File: src/rtl/spi_bridge_pkg.sv
// Shared definitions for the AHB-Lite to SPI command bridge: FSM state
// encoding, command word field positions, AHB encodings and HADDR decode.
`timescale 1ns/1ps
package spi_bridge_pkg;

  typedef enum logic [2:0] {
    IDLE    = 3'd0,
    WR_DATA = 3'd1,
    RD_PUSH = 3'd2,
    RD_WAIT = 3'd3,
    ERR1    = 3'd4,
    ERR2    = 3'd5
  } bridge_state_e;

  // Command word: {wr_rd_en, chip_sel, addr[6:0], data[31:0]}
  localparam int CMD_W    = 41;
  localparam int WR_BIT   = 40;
  localparam int CS_BIT   = 39;
  localparam int ADDR_MSB = 38;
  localparam int ADDR_LSB = 32;
  localparam int ADDR_W   = ADDR_MSB - ADDR_LSB + 1;

  localparam logic [1:0] HTRANS_NONSEQ = 2'b10;
  localparam logic [1:0] HTRANS_SEQ    = 2'b11;
  localparam logic [2:0] HSIZE_WORD    = 3'b010;

  // HADDR decode
  localparam int HADDR_CS_BIT   = 9;
  localparam int HADDR_REG_MSB  = 8;
  localparam int HADDR_REG_LSB  = 2;

  // Slave is ready only when idle or finishing the second error cycle
  function automatic logic ready_of(input bridge_state_e s);
    return (s == IDLE) || (s == ERR2);
  endfunction

  // ERROR response spans both error cycles
  function automatic logic resp_of(input bridge_state_e s);
    return (s == ERR1) || (s == ERR2);
  endfunction

endpackage

File: src/rtl/spi_bridge_rd_timer.sv
// Read-wait timer: counts cycles spent waiting for RX data and strobes
// expire_o on the TIMEOUT_CYCLES-th waiting cycle. Only instantiated when
// SPI_BRIDGE_TIMEOUT_EN is defined.
`timescale 1ns/1ps
module spi_bridge_rd_timer
  import spi_bridge_pkg::*;
#(
  parameter int TIMEOUT_CYCLES = 1024
) (
  input  logic clk_i,
  input  logic reset_i,
  input  logic clr_i,
  input  logic run_i,
  output logic expire_o
);

  localparam int CNT_W = $clog2(TIMEOUT_CYCLES + 1);

  logic [CNT_W-1:0] cnt_q;

  assign expire_o = run_i && (cnt_q == CNT_W'(TIMEOUT_CYCLES - 1));

  // Count waiting cycles; restart from zero each time a wait begins
  always_ff @(posedge clk_i) begin
    if (reset_i || clr_i) begin
      cnt_q <= '0;
    end else if (run_i && !expire_o) begin
      cnt_q <= cnt_q + CNT_W'(1);
    end
  end

endmodule

File: src/rtl/ahb_spi_cmd_bridge.sv
// AHB-Lite slave that converts word accesses into 41-bit SPI command words
// pushed into the TX FIFO, and returns read data popped from the RX FIFO.
// Optional feature macro: SPI_BRIDGE_TIMEOUT_EN (read timeout + late-word
// discard). Without it a read waits for RX data indefinitely.
`timescale 1ns/1ps
module ahb_spi_cmd_bridge
  import spi_bridge_pkg::*;
#(
  parameter int TIMEOUT_CYCLES = 1024
) (
  input  logic             clk,
  input  logic             reset,
  input  logic             HSEL,
  input  logic [31:0]      HADDR,
  input  logic [1:0]       HTRANS,
  input  logic             HWRITE,
  input  logic [2:0]       HSIZE,
  input  logic [31:0]      HWDATA,
  input  logic             HREADY,
  output logic             HREADYOUT,
  output logic             HRESP,
  output logic [31:0]      HRDATA,
  output logic [CMD_W-1:0] Tx_FIFO_data_out,
  output logic             Tx_FIFO_write_en,
  input  logic             Tx_FIFO_full,
  input  logic [31:0]      Rx_FIFO_data_in,
  output logic             Rx_FIFO_read_en,
  input  logic             Rx_FIFO_empty
);

  bridge_state_e     state_q, state_d;
  logic              cs_q;
  logic [ADDR_W-1:0] addr_q;
  logic              hreadyout_q;
  logic              hresp_q;
  logic [31:0]       hrdata_q;
  logic [CMD_W-1:0]  tx_data_q;
  logic              tx_we_q;
  logic              rx_re_q;

  logic              xfer_req;
  logic              xfer_bad;
  logic              rd_take;
  logic              disc_pop;
  logic              discard_q;
  logic              tmr_expire;

  logic              unused_haddr;
  assign unused_haddr = ^HADDR[31:HADDR_CS_BIT+1];

  // Active address phase: selected, NONSEQ/SEQ, and the bus is ready
  assign xfer_req = HSEL && HREADY &&
                    ((HTRANS == HTRANS_NONSEQ) || (HTRANS == HTRANS_SEQ));
  assign xfer_bad = (HSIZE != HSIZE_WORD) || (HADDR[1:0] != 2'b00);

  // A head word already being popped this cycle must not be consumed again,
  // so both the read completion and the discard pop skip that cycle.
  assign rd_take  = (state_q == RD_WAIT) && !Rx_FIFO_empty && !discard_q && !rx_re_q;
  assign disc_pop = discard_q && !Rx_FIFO_empty && !rx_re_q;

`ifdef SPI_BRIDGE_TIMEOUT_EN
  logic tmr_clr;
  logic tmr_run;

  assign tmr_clr = (state_q == RD_PUSH) && (state_d == RD_WAIT);
  assign tmr_run = (state_q == RD_WAIT);

  spi_bridge_rd_timer #(
    .TIMEOUT_CYCLES (TIMEOUT_CYCLES)
  ) u_rd_timer (
    .clk_i    (clk),
    .reset_i  (reset),
    .clr_i    (tmr_clr),
    .run_i    (tmr_run),
    .expire_o (tmr_expire)
  );

  // Remember that a timed-out read still owes one RX word to be dropped
  always_ff @(posedge clk) begin
    if (reset) begin
      discard_q <= 1'b0;
    end else if ((state_q == RD_WAIT) && (state_d == ERR1)) begin
      discard_q <= 1'b1;
    end else if (disc_pop) begin
      discard_q <= 1'b0;
    end
  end
`else
  logic unused_timeout;
  assign unused_timeout = (TIMEOUT_CYCLES != 0);
  assign tmr_expire     = 1'b0;
  assign discard_q      = 1'b0;
`endif

  // Next-state selection
  always_comb begin
    state_d = state_q;
    case (state_q)
      IDLE: begin
        if (xfer_req) begin
          if (xfer_bad)    state_d = ERR1;
          else if (HWRITE) state_d = WR_DATA;
          else             state_d = RD_PUSH;
        end
      end
      WR_DATA: if (!Tx_FIFO_full) state_d = IDLE;
      RD_PUSH: if (!Tx_FIFO_full) state_d = RD_WAIT;
      RD_WAIT: begin
        if (rd_take)         state_d = IDLE;
        else if (tmr_expire) state_d = ERR1;
      end
      ERR1:    state_d = ERR2;
      ERR2:    state_d = IDLE;
      default: state_d = IDLE;
    endcase
  end

  // Bus FSM with registered handshake, command push and read data capture
  always_ff @(posedge clk) begin
    if (reset) begin
      state_q     <= IDLE;
      hreadyout_q <= 1'b1;
      hresp_q     <= 1'b0;
      hrdata_q    <= '0;
      tx_data_q   <= '0;
      tx_we_q     <= 1'b0;
      rx_re_q     <= 1'b0;
    end else begin
      state_q     <= state_d;
      hreadyout_q <= ready_of(state_d);
      hresp_q     <= resp_of(state_d);
      tx_we_q     <= 1'b0;
      rx_re_q     <= disc_pop;
      case (state_q)
        IDLE: begin
          if (xfer_req) begin
            cs_q   <= HADDR[HADDR_CS_BIT];
            addr_q <= HADDR[HADDR_REG_MSB:HADDR_REG_LSB];
          end
        end
        WR_DATA: begin
          if (!Tx_FIFO_full) begin
            tx_data_q <= {1'b1, cs_q, addr_q, HWDATA};
            tx_we_q   <= 1'b1;
          end
        end
        RD_PUSH: begin
          if (!Tx_FIFO_full) begin
            tx_data_q <= {1'b0, cs_q, addr_q, 32'h0};
            tx_we_q   <= 1'b1;
          end
        end
        RD_WAIT: begin
          if (rd_take) begin
            hrdata_q <= Rx_FIFO_data_in;
            rx_re_q  <= 1'b1;
          end
        end
        default: ;
      endcase
    end
  end

  assign HREADYOUT        = hreadyout_q;
  assign HRESP            = hresp_q;
  assign HRDATA           = hrdata_q;
  assign Tx_FIFO_data_out = tx_data_q;
  assign Tx_FIFO_write_en = tx_we_q;
  assign Rx_FIFO_read_en  = rx_re_q;

endmodule

File: config.mk
export PLATFORM = sky130hd
export DESIGN_NAME = ahb_spi_cmd_bridge
export DESIGN_NICKNAME = d
export VERILOG_FILES = /design/src/rtl/spi_bridge_pkg.sv /design/src/rtl/spi_bridge_rd_timer.sv /design/src/rtl/ahb_spi_cmd_bridge.sv
export SDC_FILE = /design/constraint.sdc
export NUM_CORES = 1
export LEC_CHECK = 0
export ABC_AREA = 0
export CAP_MARGIN = 20
export CORE_ASPECT_RATIO = 1.5
export CORE_UTILIZATION = 40
export DETAILED_ROUTE_END_ITERATION = 8
export HOLD_SLACK_MARGIN = 0.05
export PLACE_DENSITY = 0.82
export SLEW_MARGIN = 10
export SYNTH_ARGS = -nofsm -noshare
export SYNTH_HDL_FRONTEND = slang
export SYNTH_HIERARCHICAL = 1
export SYNTH_SLANG_ARGS = --single-unit
File: constraint.sdc
create_clock -name clk -period 4.4 [get_ports clk]
set_input_delay 0.66 -clock clk [delete_from_list [all_inputs] [get_ports clk]]
set_output_delay 0.66 -clock clk [all_outputs]
set_load 0.02 [all_outputs]
[After elaboration in Yosys (flattened, before gate mapping)]
Index checks and enable logic that the tools add are counted.
Word-level totals
  flip-flop bits (word level): 88
  input bits: 108
  output and inout port bits: 77
  word-level logic and storage cells: 55
Cells by class
  equality and inequality tests: 11
  muxes and demuxes: 12
  bitwise gates (word level): 3
  reductions and logical operators: 20
Operators by type and width (number)
  41-bit 2-to-1 mux: 2
  41-bit case mux with 2 select lines: 1
  3-bit 2-to-1 mux: 5
  3-bit case mux with 5 select lines: 1
  3-bit equality test (second input constant): 3
  3-bit by 2-bit equality test with 1-bit output (second input constant): 2
  3-bit logical NOT: 2
  3-bit AND reduction: 2
  2-bit OR reduction: 3
  2-bit equality test (second input constant): 2
  1-bit logical AND: 4
  1-bit logical OR: 4
  2-bit inequality test (second input constant): 2
  2-bit nonzero test: 2
  3-bit by 1-bit equality test with 1-bit output (second input constant): 1
  3-bit by 2-bit inequality test with 1-bit output (second input constant): 1
  1-bit inverter: 3
  1-bit logical NOT: 2
  1-bit 2-to-1 mux: 2
  2-bit 2-to-1 mux: 1
  2-bit AND reduction: 1

[Longest topological paths before layout]
  depth in word-level cells: 7
  mapped depth: 7
  mapped depth without buffers: 5

[Worst setup path before layout]
Ideal clock, no wire load.
  kind: in2reg
  start point: input port reset
  end point: register addr_q[0] (enable)
  library setup time: 0.383 ns
  data arrival time: 1.647 ns
  data required time: 4.017 ns
  path slack: 2.369 ns
  stages: 3
  cells stage by stage: clkbuf_1 > clkbuf_1 > nor3_1
Between the ends
  word-level cells in the longest chain between the ends: 2
RTL lines
  start, declared: RTL line ahb_spi_cmd_bridge.sv:12  | input logic reset,
  1-bit inverter (no line)
  3-bit AND reduction (no line)
  end signal, assigned: RTL line ahb_spi_cmd_bridge.sv:138  | addr_q <= HADDR[HADDR_REG_MSB:HADDR_REG_LSB];
  end, declared: RTL line ahb_spi_cmd_bridge.sv:33  | logic [ADDR_W-1:0] addr_q;
Every way passes these cells.
A chain may end at the register's enable or synchronous reset.

[Worst setup path in the final report]
  start point: input port Rx_FIFO_empty
  end point: register hrdata_q[17], in the netlist HRDATA[17]
Between the ends
  word-level cells in the longest chain between the ends: 4
RTL lines
  start, declared: RTL line ahb_spi_cmd_bridge.sv:28  | input logic Rx_FIFO_empty
  1-bit logical NOT
  1-bit logical AND (2 in series): RTL line ahb_spi_cmd_bridge.sv:58  | assign rd_take = (state_q == RD_WAIT) && !Rx_FIFO_empty && !discard_q && !rx_re_q;
  2-bit AND reduction (no line)
  end signal, assigned: RTL line ahb_spi_cmd_bridge.sv:155  | hrdata_q <= Rx_FIFO_data_in;
  end, declared: RTL line ahb_spi_cmd_bridge.sv:36  | logic [31:0] hrdata_q;
Every way passes these cells.

==> impl_metrics.prom <==
# TYPE chip_impl_metric gauge
chip_impl_info{name="run_status",value="finished, final reports clean"} 1
chip_impl_info{name="cts_root_buf",value="clkbuf_8"} 1
chip_impl_metric{name="fp.coreArea",unit="um2"} 7320
chip_impl_metric{name="power.ir.vdd_worst",unit="uV"} 193
chip_impl_info{name="yosys.cell_count.top_type",value="dfxtp_1"} 1
chip_impl_metric{name="cellInternalPower",unit="mW"} 1.14
chip_impl_info{name="synthFlopType",value="dfxtp_1"} 1
chip_impl_info{name="critical_path.reg2reg.startpoint",value="state_q[0]$_SDFF_PP0_"} 1
chip_impl_metric{name="die_outline_area",unit="um2"} 8010
chip_impl_metric{name="synth.distinct_cells",unit=""} 28
chip_impl_metric{name="boundaryPins",unit=""} 185
chip_impl_metric{name="placementRows",unit=""} 38
chip_impl_metric{name="timing.slew.headroom",unit="%"} 25.8
chip_impl_metric{name="ys.warnings.count",unit=""} 6
chip_impl_metric{name="vias_per_cell",unit=""} 4.81
chip_impl_metric{name="grt-ovfl-total",unit=""} 0
chip_impl_metric{name="netlist_area",unit="um2"} 3060
chip_impl_info{name="synthDominantAreaCellType",value="dfxtp_1"} 1
chip_impl_metric{name="remaining_drc_errors",unit=""} 0
chip_impl_metric{name="switching_share",unit="%"} 21.9
chip_impl_metric{name="cts_htree_levels",unit=""} 3
chip_impl_metric{name="fmax",unit="GHz"} 0.440
chip_impl_metric{name="cp_max_fo",unit=""} 32
chip_impl_metric{name="count_of_max_cap_constraint_violations",unit=""} 0
chip_impl_metric{name="synth_top_area_share",unit="%"} 52.4
chip_impl_metric{name="finalWeightedCongestion",unit=""} 0.745
chip_impl_metric{name="ys_seq_area_share",unit="%"} 60.2
chip_impl_info{name="netlist_top_cells_count",value="dfxtp_1, nand2_1, nor2_1"} 1
chip_impl_metric{name="timing.final.crit_share",unit="%"} 51.6
chip_impl_info{name="critical_path.startpoint_type",value="input pin"} 1
chip_impl_info{name="cp-end-kind",value="flop"} 1
chip_impl_info{name="synth.top_cells.by_area",value="dfxtp_1, nand2_1, a22oi_1, edfxtp_1, nor2_1"} 1
chip_impl_metric{name="detail_route.wirelength",unit="um"} 8050
chip_impl_metric{name="post-dp-hpwl",unit="um"} 5710
chip_impl_metric{name="finalSetupViolCount",unit=""} 0
chip_impl_info{name="crit_path_start",value="Rx_FIFO_empty"} 1
chip_impl_metric{name="timing_worst_slew_pin_value",unit="ps"} 1110
chip_impl_metric{name="diodes",unit=""} 0
chip_impl_metric{name="final_max_slew_viol_count",unit=""} 0
chip_impl_metric{name="global_route_wire_length_before_repair",unit="um"} 12300
chip_impl_metric{name="total_switching_power",unit="mW"} 0.321
chip_impl_metric{name="grt_start_max_net_pins",unit=""} 49
chip_impl_metric{name="tritoncts.num_buffers",unit=""} 9
chip_impl_metric{name="via_count_of_the_first_global_routing_pass",unit=""} 2663
chip_impl_metric{name="io_buffer_count",unit=""} 161
chip_impl_info{name="worst_hold_path_type",value="reg2reg"} 1
chip_impl_metric{name="clk_latency",unit="ps"} 350
chip_impl_metric{name="netlist_instances",unit=""} 331
chip_impl_metric{name="drt.antenna.violating_nets",unit=""} 0
chip_impl_metric{name="power_per_cell_area",unit="nW/um2"} 299
chip_impl_metric{name="fin_setup_tns",unit="ps"} 0
chip_impl_metric{name="syn_to_final_growth",unit="%"} 60.3
chip_impl_metric{name="final_layout_size_suffix_gt1_share",unit="%"} 4.94
chip_impl_metric{name="chipWidth",unit="um"} 73.4
chip_impl_metric{name="worst-r2r-setup-slack",unit="ps"} 2360
chip_impl_metric{name="drt-initial-drc-count",unit=""} 121
chip_impl_metric{name="mappedNetlistNets",unit=""} 439
chip_impl_metric{name="skew",unit="ps"} 8.06
chip_impl_metric{name="required_time_of_the_critical_path",unit="ps"} 4670
chip_impl_metric{name="drt-pass1-iter-count",unit=""} 4
chip_impl_info{name="rsz_0062_raised_after_global_routing",value="false"} 1
chip_impl_metric{name="start_util",unit="%"} 41.8
chip_impl_metric{name="post_cts_resize_count",unit=""} 0
chip_impl_metric{name="post_drt_wl_per_cell",unit="um"} 13.7
chip_impl_metric{name="post_cts_hold_buffer_count",unit=""} 0
chip_impl_metric{name="layout.nets",unit=""} 589
chip_impl_metric{name="total_power",unit="mW"} 1.47
chip_impl_metric{name="critical_path_arrival",unit="ps"} 2540
chip_impl_metric{name="clk_pin_slew_worst_paths",unit="ps"} 80
chip_impl_metric{name="final_hold_viol_count",unit=""} 0
chip_impl_metric{name="post_cts.repair.setup_buffers",unit=""} 0
chip_impl_metric{name="initial_antenna_violation_count",unit=""} 0
chip_impl_metric{name="comb_power_share",unit="%"} 9.9
chip_impl_info{name="crit_end",value="HRDATA[17]$_SDFFE_PP0P_"} 1
chip_impl_info{name="path_class",value="in2reg"} 1
chip_impl_metric{name="synth_enable_flop_cells",unit=""} 8
chip_impl_metric{name="dr_total_vias",unit=""} 2819
chip_impl_metric{name="synth_async_sr_flop_share",unit="%"} 0
chip_impl_info{name="r2r_end",value="HRDATA[17]$_SDFFE_PP0P_"} 1
chip_impl_metric{name="layout_min_cycle_time",unit="ps"} 2270
chip_impl_metric{name="cts.sink_count",unit=""} 88
chip_impl_metric{name="clock_tree.buffer_depth",unit=""} 2
chip_impl_metric{name="dieHeight",unit="um"} 109
chip_impl_metric{name="pwr-share-clk",unit="%"} 33.9
chip_impl_info{name="tritoncts",value="yes"} 1
chip_impl_metric{name="power.static_leakage",unit="nW"} 1.77
chip_impl_metric{name="syn-mean-instance-area",unit="um2"} 9.24
chip_impl_metric{name="sequential_power_share",unit="%"} 56.2
chip_impl_metric{name="worst_r2r_path_depth",unit=""} 4
chip_impl_metric{name="yosys_register_bits",unit=""} 88
chip_impl_metric{name="global_route_usage_sum",unit="%"} 20.2
area by class of cell:
class | instances | area [um2]
Clock buffer | 13 | 159
Inverter | 1 | 3.75
Multi-Input combinational cell | 216 | 1110
Sequential cell | 88 | 1840
Clock inverter | 3 | 17.5
Timing Repair Buffer | 165 | 1640
Fill cell | 620 | 2420
Tap cell | 100 | 125
cell usage in the layout, fill, tap and decap left out, drive strengths merged, types with 2 or more instances in the layout:
| cell | n |
|---|---|
| buf | 5 |
| clkbuf | 13 |
| a22oi | 32 |
| clkdlybuf4s50 | 160 |
| nand2 | 67 |
| clkinv | 2 |
| mux2i | 8 |
| edfxtp | 8 |
| nor2 | 50 |
| nor2b | 2 |
| dfxtp | 80 |
| nor3 | 2 |
| o21ai | 2 |
| and3 | 4 |
| a21oi | 36 |
| nor3b | 2 |
worst max-delay path: stages:
cell and delay [ps]:
clkdlybuf4s50_1 400, nor2_1 220, and3_1 940, nand2_1 140, a21oi_1 170
worst min path at each step:
stage / slack, ps / to / from / depth (start not counted)
after floorplan: 450 / Tx_FIFO_data_out[32]$_SDFFE_PP0P_ / addr_q[0]$_DFFE_PP_ / 2
after global placement: 440 / HRDATA[15]$_SDFFE_PP0P_ / HRDATA[15]$_SDFFE_PP0P_ / 2
after detailed placement: 450 / HRDATA[10]$_SDFFE_PP0P_ / HRDATA[10]$_SDFFE_PP0P_ / 2
after CTS: 460 / HRDATA[10]$_SDFFE_PP0P_ / HRDATA[10]$_SDFFE_PP0P_ / 2
after global routing: 470 / HRDATA[15]$_SDFFE_PP0P_ / HRDATA[15]$_SDFFE_PP0P_ / 2
final: 460 / HRDATA[10]$_SDFFE_PP0P_ / HRDATA[10]$_SDFFE_PP0P_ / 2
per-stage QoR:
step	setup slack, ps	area, um2	utilization [%]	hold WS [ps]	cells
final	2130	4900	67.0	457	586
after global routing	1970	4900	67.0	469	586
after CTS	2110	4900	67.0	458	586
after detailed placement	1730	4730	64.6	447	570
after global placement	1710	4710	64.4	441	569
after floorplan	2370	3060	-	453	331
power groups by stage:
stage | registers [mW] | logic, mW | clock network, mW
after detailed placement | 0.843 | 0.145 | 0
final | 0.824 | 0.145 | 0.497
after global routing | 0.826 | 0.156 | 0.548
after floorplan | 0.851 | 0.0376 | 0
after CTS | 0.824 | 0.146 | 0.518
after global placement | 0.842 | 0.143 | 0
routing by layer:
metal / global-route usage [%] / part of all wire, % / vias up
met5: 0 / 0 / -
met4: 10.9 / 2.1 / 0
met2: 35.7 / 50 / 120
met3: 4.71 / 7.9 / 14
met1: 21.8 / 40 / 1272
li1: - / - / 1413
logic make-up (layout without fill, tap and decap cells):
group                  Yosys count  in the layout  synth area share (%)
buffers and inverters           27            182                  3.68
XOR/XNOR                         1              1                 0.286
flip-flops                      88             88                  60.2
AND/OR/NAND/NOR                131            131                  17.6
AO/OA/AOI/OAI                   76             76                  15.6
multiplexers                     8              8                  2.62
registers in the layout (all words and copies together) (netlist names), 3 cells and up:
register	flops
HRDATA	32
Tx_FIFO_data_out	41
addr_q	7
state_q	3
No activity file was read; power rests on OpenSTA's default activity.
